--- src/rtl/scr1_ahb_mem_arb.sv ---
// -----------------------------------------------------------------------------
// scr1_ahb_mem_arb
// Shares one AHB-Lite slave port between the SCR1 imem and dmem master ports.
// dmem has fixed priority. imem gets a turn once dmem has issued IMEM_MAX_WAIT
// times in a row while imem was waiting. A locked master keeps the port for as
// long as it keeps requesting. Address phases that cannot issue at once are
// held in a one-entry pending buffer per master.
//
// Ports
//   clk, rst_n              core clock, synchronous active-low reset
//   imem_h*                 imem master: htrans/haddr/hsize/hprot/hmastlock in,
//                           hready/hrdata/hresp out
//   dmem_h*                 dmem master: as imem, plus hwrite/hwdata in
//   mem_h*                  shared slave: address-phase controls and hwdata out,
//                           hready/hrdata/hresp in
// -----------------------------------------------------------------------------
module scr1_ahb_mem_arb #(
   parameter int unsigned IMEM_MAX_WAIT = 4
) (
   input  logic        clk,
   input  logic        rst_n,
   input  logic [1:0]  imem_htrans,
   input  logic [31:0] imem_haddr,
   input  logic [2:0]  imem_hsize,
   input  logic [3:0]  imem_hprot,
   input  logic        imem_hmastlock,
   output logic        imem_hready,
   output logic [31:0] imem_hrdata,
   output logic        imem_hresp,
   input  logic [1:0]  dmem_htrans,
   input  logic [31:0] dmem_haddr,
   input  logic [2:0]  dmem_hsize,
   input  logic [3:0]  dmem_hprot,
   input  logic        dmem_hmastlock,
   input  logic        dmem_hwrite,
   input  logic [31:0] dmem_hwdata,
   output logic        dmem_hready,
   output logic [31:0] dmem_hrdata,
   output logic        dmem_hresp,
   output logic [31:0] mem_haddr,
   output logic [1:0]  mem_htrans,
   output logic [2:0]  mem_hsize,
   output logic [3:0]  mem_hprot,
   output logic [2:0]  mem_hburst,
   output logic        mem_hmastlock,
   output logic        mem_hwrite,
   output logic [31:0] mem_hwdata,
   input  logic        mem_hready,
   input  logic [31:0] mem_hrdata,
   input  logic        mem_hresp
);

   localparam logic [3:0] WAIT_MAX = 4'(IMEM_MAX_WAIT);

   typedef enum logic [1:0] {
      OWN_NONE = 2'd0,
      OWN_IMEM = 2'd1,
      OWN_DMEM = 2'd2
   } own_e;

   own_e        own;
   logic        aown_dmem;
   logic        lock_vld;
   logic        lock_dmem;
   logic [1:0]  pend_vld;   // [0] imem, [1] dmem
   logic [3:0]  wait_cnt;

   logic [31:0] ipend_addr;
   logic [2:0]  ipend_size;
   logic [3:0]  ipend_prot;
   logic        ipend_lock;
   logic [31:0] dpend_addr;
   logic [2:0]  dpend_size;
   logic [3:0]  dpend_prot;
   logic        dpend_write;
   logic        dpend_lock;

   logic        r_imem;
   logic        r_dmem;
   logic        sel_dmem;
   logic        sel_req;
   logic        issue_imem;
   logic        issue_dmem;
   logic        cap_imem;
   logic        cap_dmem;

   // A live htrans is ignored while the pending entry is valid: the master is
   // being held off with hready low and is only repeating the captured phase.
   assign r_imem = pend_vld[0] | imem_htrans[1];
   assign r_dmem = pend_vld[1] | dmem_htrans[1];

   always_comb begin
      sel_dmem = aown_dmem;
      if (mem_hready) begin
         if (lock_vld && (lock_dmem ? r_dmem : r_imem)) begin
            sel_dmem = lock_dmem;
         end else if (r_imem && r_dmem) begin
            sel_dmem = (wait_cnt != WAIT_MAX);
         end else if (r_imem) begin
            sel_dmem = 1'b0;
         end else if (r_dmem) begin
            sel_dmem = 1'b1;
         end
      end
   end

   assign sel_req    = sel_dmem ? r_dmem : r_imem;
   assign issue_imem = mem_hready & sel_req & ~sel_dmem;
   assign issue_dmem = mem_hready & sel_req &  sel_dmem;

   always_comb begin
      if (sel_dmem) begin
         mem_haddr     = pend_vld[1] ? dpend_addr  : dmem_haddr;
         mem_hsize     = pend_vld[1] ? dpend_size  : dmem_hsize;
         mem_hprot     = pend_vld[1] ? dpend_prot  : dmem_hprot;
         mem_hwrite    = pend_vld[1] ? dpend_write : dmem_hwrite;
         mem_hmastlock = pend_vld[1] ? dpend_lock  : dmem_hmastlock;
      end else begin
         mem_haddr     = pend_vld[0] ? ipend_addr  : imem_haddr;
         mem_hsize     = pend_vld[0] ? ipend_size  : imem_hsize;
         mem_hprot     = pend_vld[0] ? ipend_prot  : imem_hprot;
         mem_hwrite    = 1'b0;
         mem_hmastlock = pend_vld[0] ? ipend_lock  : imem_hmastlock;
      end
   end

   assign mem_htrans = {sel_req, 1'b0};
   assign mem_hburst = 3'b000;
   assign mem_hwdata = dmem_hwdata;

   assign imem_hready = (own == OWN_IMEM) ? mem_hready : ~pend_vld[0];
   assign dmem_hready = (own == OWN_DMEM) ? mem_hready : ~pend_vld[1];

   assign imem_hrdata = (own == OWN_IMEM) ? mem_hrdata : 32'h0;
   assign imem_hresp  = (own == OWN_IMEM) ? mem_hresp  : 1'b0;
   assign dmem_hrdata = (own == OWN_DMEM) ? mem_hrdata : 32'h0;
   assign dmem_hresp  = (own == OWN_DMEM) ? mem_hresp  : 1'b0;

   // Accepted by the master-side handshake but not taken by the slave this
   // cycle: park it so the master can move on.
   assign cap_imem = imem_htrans[1] & imem_hready & ~pend_vld[0] & ~issue_imem;
   assign cap_dmem = dmem_htrans[1] & dmem_hready & ~pend_vld[1] & ~issue_dmem;

   always_ff @(posedge clk) begin
      if (!rst_n) begin
         own       <= OWN_NONE;
         aown_dmem <= 1'b1;
         lock_vld  <= 1'b0;
         lock_dmem <= 1'b0;
         pend_vld  <= 2'b00;
         wait_cnt  <= 4'd0;
      end else begin
         if (issue_imem || issue_dmem) begin
            own       <= sel_dmem ? OWN_DMEM : OWN_IMEM;
            aown_dmem <= sel_dmem;
            lock_vld  <= mem_hmastlock;
            lock_dmem <= sel_dmem;
         end else if (mem_hready) begin
            own <= OWN_NONE;
         end
         pend_vld[0] <= cap_imem | (pend_vld[0] & ~issue_imem);
         pend_vld[1] <= cap_dmem | (pend_vld[1] & ~issue_dmem);
         if (issue_imem) begin
            wait_cnt <= 4'd0;
         end else if (issue_dmem && r_imem && (wait_cnt != WAIT_MAX)) begin
            wait_cnt <= wait_cnt + 4'd1;
         end
      end
   end

   // Pending payload is only meaningful while pend_vld is set.
   always_ff @(posedge clk) begin
      if (cap_imem) begin
         ipend_addr <= imem_haddr;
         ipend_size <= imem_hsize;
         ipend_prot <= imem_hprot;
         ipend_lock <= imem_hmastlock;
      end
      if (cap_dmem) begin
         dpend_addr  <= dmem_haddr;
         dpend_size  <= dmem_hsize;
         dpend_prot  <= dmem_hprot;
         dpend_write <= dmem_hwrite;
         dpend_lock  <= dmem_hmastlock;
      end
   end

endmodule

--- config.mk ---
export PLATFORM = sky130hd
export DESIGN_NAME = scr1_ahb_mem_arb
export DESIGN_NICKNAME = d
export VERILOG_FILES = /design/src/rtl/scr1_ahb_mem_arb.sv
export SDC_FILE = /design/constraint.sdc
export NUM_CORES = 1
export LEC_CHECK = 0
export ABC_CLOCK_PERIOD_IN_PS = 7650
export BUFFER_PORTS_ARGS = -buffer_cell sky130_fd_sc_hd__clkbuf_2
export CORE_AREA = 2 2 115 117
export DETAILED_ROUTE_END_ITERATION = 7
export DIE_AREA = 0 0 117 119
export PLACE_DENSITY_LB_ADDON = 0.15
export SLEW_MARGIN = 40
export SYNTH_ARGS = -nofsm -noshare
export SYNTH_HDL_FRONTEND = slang
export SYNTH_SLANG_ARGS = --single-unit
--- constraint.sdc ---
create_clock -name clk -period 7.65 [get_ports clk]
set_input_delay 1.53 -clock clk [delete_from_list [all_inputs] [get_ports clk]]
set_output_delay 1.53 -clock clk [all_outputs]
set_load 0.03 [all_outputs]
==> run_results.csv <==
group,metric,value,unit
status,status,"complete, no violations",
synthesis,yosysSeqAreaShare,52.6,%
floorplanning,die_area,13900,sq um
placement,place_hpwl,10.2,mm
synthesis,ys_types,35,
setup_path,worst_setup_path_end_kind,"primary output",
global_routing,gr-total-overflow,0,
synthesis,synthAdderAreaFrac,0.496,%
clock_tree,postCtsSetupRepairBufs,0,
timing,worst_pin_slew,0.811,ns
setup_path,r2r_end,"aown_dmem",
synthesis,synth-simple-area-share,11.8,%
synthesis,yosysTopAreaCellShare,48.2,%
synthesis,syn_inst,399,
final_layout,fillers,1188,
synthesis,synthFlopType,"edfxtp_1",
clock_tree,ctsResizeCount,0,
final_layout,nNetsFinal,743,
synthesis,ys_top_cells_by_count,"mux2i_1 (120), edfxtp_1 (81), and2_1 (67), buf_4 (37), clkbuf_1 (13)",
min_path,min_path_type,"flip-flop to flip-flop",
final_layout,multiInputGateArea,2010,sq um
global_routing,met3_usage,6.06,%
placement,dp_cells,753,
global_routing,grt_pass1_wl,19.6,mm
synthesis,synth_warnings,0,
routing,drcViolationCount,0,
synthesis,synthTopCellsByArea,"edfxtp_1 (48%), mux2i_1 (24%), and2_1 (8.3%)",
floorplanning,dieHeight,119,microns
setup_path,reg2reg_depth,6,
final_layout,drive_gt1_share,43.7,%
power,p_leak,0.00300,uW
synthesis,synth_compound_area_share,2.31,%
synthesis,synth.most_common_cell,"mux2i_1",
setup_path,cp_max_fo,26,
synthesis,ys_ff_latch,92,
placement,place_ws,2.44,ns
timing,skew,0.00892,ns
synthesis,postSynthAreaPerCell,12.6,sq um
global_routing,use_met1,21.4,%
timing,finalSetupViolCount,0,
clock_tree,htreeDepth,3,
routing,drt_pass1_iterations,4,
global_routing,antenna_found_initial,2,
setup_path,r2r-start,"pend_vld[0]",
floorplanning,start_util,39.2,%
timing,rsz0062_at_grt,"false",
placement,gp_congestion,0.785,
floorplanning,core_area,12900,sq um
clock_tree,cts.path.max_buffers,2,
clock_tree,root_buffer,"clkbuf_16",
floorplanning,pin_count,299,
global_routing,grt_max_degree,46,
setup_path,cp-start-kind,"input pin",
setup_path,r2r_slack,5.24,ns
final_layout,layout.cells.non_filler,771,
power,power_density,228,nW/um^2
synthesis,synth_enable_flop_cells,81,
routing,drt_iter0_drc,109,
clock_tree,ctsHoldBuffers,0,
timing,fmax,194,MHz
timing,min_period,5.15,ns
timing,max_slew_margin,45.9,%
routing,ant_nets,0,
setup_path,arrival,3.62,ns
global_routing,grt_pass1_vias,3565,
setup_path,path_class,"input pin to primary output",
setup_path,timing.critical_path.from,"mem_hready",
job,drv_cap,0,
clock_tree,worstSkewPairLatency,0.34,ns
placement,port_buffers,228,
timing,slew_viol_final,0,
clock_tree,clock-sinks,92,
clock_tree,path_clk_slew,0.06,ns
synthesis,synth-xor-area-share,0.174,%
final_layout,area_growth,27.5,%
timing,final-hold-violation-count,0,
floorplanning,num_rows,42,
timing,period_share,67.3,%
routing,wl_per_cell,17.6,microns
synthesis,ys_async_sr_fraction,0,%
synthesis,syn_area,5040,sq um
routing,routed_wl,13.6,mm
global_routing,grt-busiest-layer,"met2",
final_layout,register_area,2660,sq um
clock_tree,numCtsBuffers,9,
clock_tree,cts_tree,"built",
synthesis,synthMuxAreaShare,24.0,%
timing,tns,0,ns
synthesis,synth_top_family_by_area,"multiplexers",
power,ir_drop,0.000135,V
setup_path,crit_end,"mem_htrans[1]",
routing,vias,3720,
timing,fin_ws,2.50,ns
synthesis,yosysTopAreaCell,"edfxtp_1",
setup_path,cp.required,6.12,ns
routing,viasPerCell,4.82,
global_routing,grtUsageMet2,32.7,%
floorplanning,die_w,117,microns
global_routing,grt_usage,19.0,%
==> registers in the layout (all words and copies together), names as in the netlist <==
| name | flops |
|---|---|
| dpend_lock | 1 |
| pend_vld | 2 |
| own | 2 |
| dpend_write | 1 |
| lock_dmem | 1 |
| dpend_prot | 4 |
| ipend_lock | 1 |
| aown_dmem | 1 |
| dpend_size | 3 |
| wait_cnt | 4 |
| ipend_size | 3 |
| dpend_addr | 32 |
| ipend_addr | 32 |
| lock_vld | 1 |
| ipend_prot | 4 |
==> metrics by stage <==
stage	instance area (sq um)	total power, uW	hold slack [ns]	util [%]
detailed placement	6090	974	0.457	47.3
finish	6430	1460	0.467	50.0
global placement	6080	970	0.448	47.2
floorplan	5060	893	0.431	-
global route	6430	1520	0.490	50.0
CTS	6430	1480	0.471	49.9
==> worst max-delay path: stages <==
cell and delay (ns):
clkbuf_2 0.15, o21ai_1 0.12, a31o_2 0.19, and2_2 0.51, buf_4 0.53, mux2_2 0.39
clkbuf_2 0.19
==> layout make-up <==
| class | instances | area share [%] |
|---|---|---|
| antenna | 2 | 0.0778 |
| tap | 176 | 3.42 |
| clock inverter | 7 | 1.79 |
| sequential | 92 | 41.3 |
| multi-input combinational | 245 | 31.2 |
| timing repair buffer | 233 | 18.3 |
| inverter | 7 | 0.408 |
| clock buffer | 9 | 3.50 |
==> power by group <==
group          leakage, uW  switching (uW)  internal, uW
registers         0.000854            14.2           590
logic              0.00198             231           123
clock network     0.000163             187           318
==> kinds of logic (layout without fill, tap and decap cells) <==
group / after synthesis / after routing
mux: 121 / 121
simple gates: 99 / 99
flops: 92 / 92
buf+inv: 65 / 256
compound gates: 18 / 18
fa+ha+maj: 2 / 2
other cells: 1 / 6
xor+xnor: 1 / 1
==> metal layers <==
layer  part of all wire, %  wire length, microns
met1                    39                  5240
met2                    50                  6840
met3                   9.5                  1290
met4                   1.7                   233
met5                     0                     0
==> cells in the final DEF, fill, tap and decap left out, types with 2 or more instances in the layout <==
cell type and n:
clkbuf_2 228, dfxtp_2 2, or3_1 2, nand2b_1 4
and2_1 66, ha_1 2, nor2_1 5, clkbuf_16 9
buf_4 5, nand2_1 7, conb_1 4, inv_1 7
bufinv_16 3, a21oi_1 5, o21ai_0 3, edfxtp_1 81
nor2b_1 3, o21a_1 4, diode_2 2, nor2b_4 2
dfxtp_1 9, mux2i_1 120, nand3_1 2
==> worst min-delay path by stage <==
stage / startpoint / to / cells after the start
after global routing: lock_dmem / lock_dmem / 2
final: lock_dmem / lock_dmem / 2
after CTS: lock_dmem / lock_dmem / 2
after detailed placement: lock_dmem / lock_dmem / 2
after global placement: lock_dmem / lock_dmem / 2
after floorplan: lock_dmem / lock_dmem / 2
Note: power is estimated with default switching activity, not from simulation.
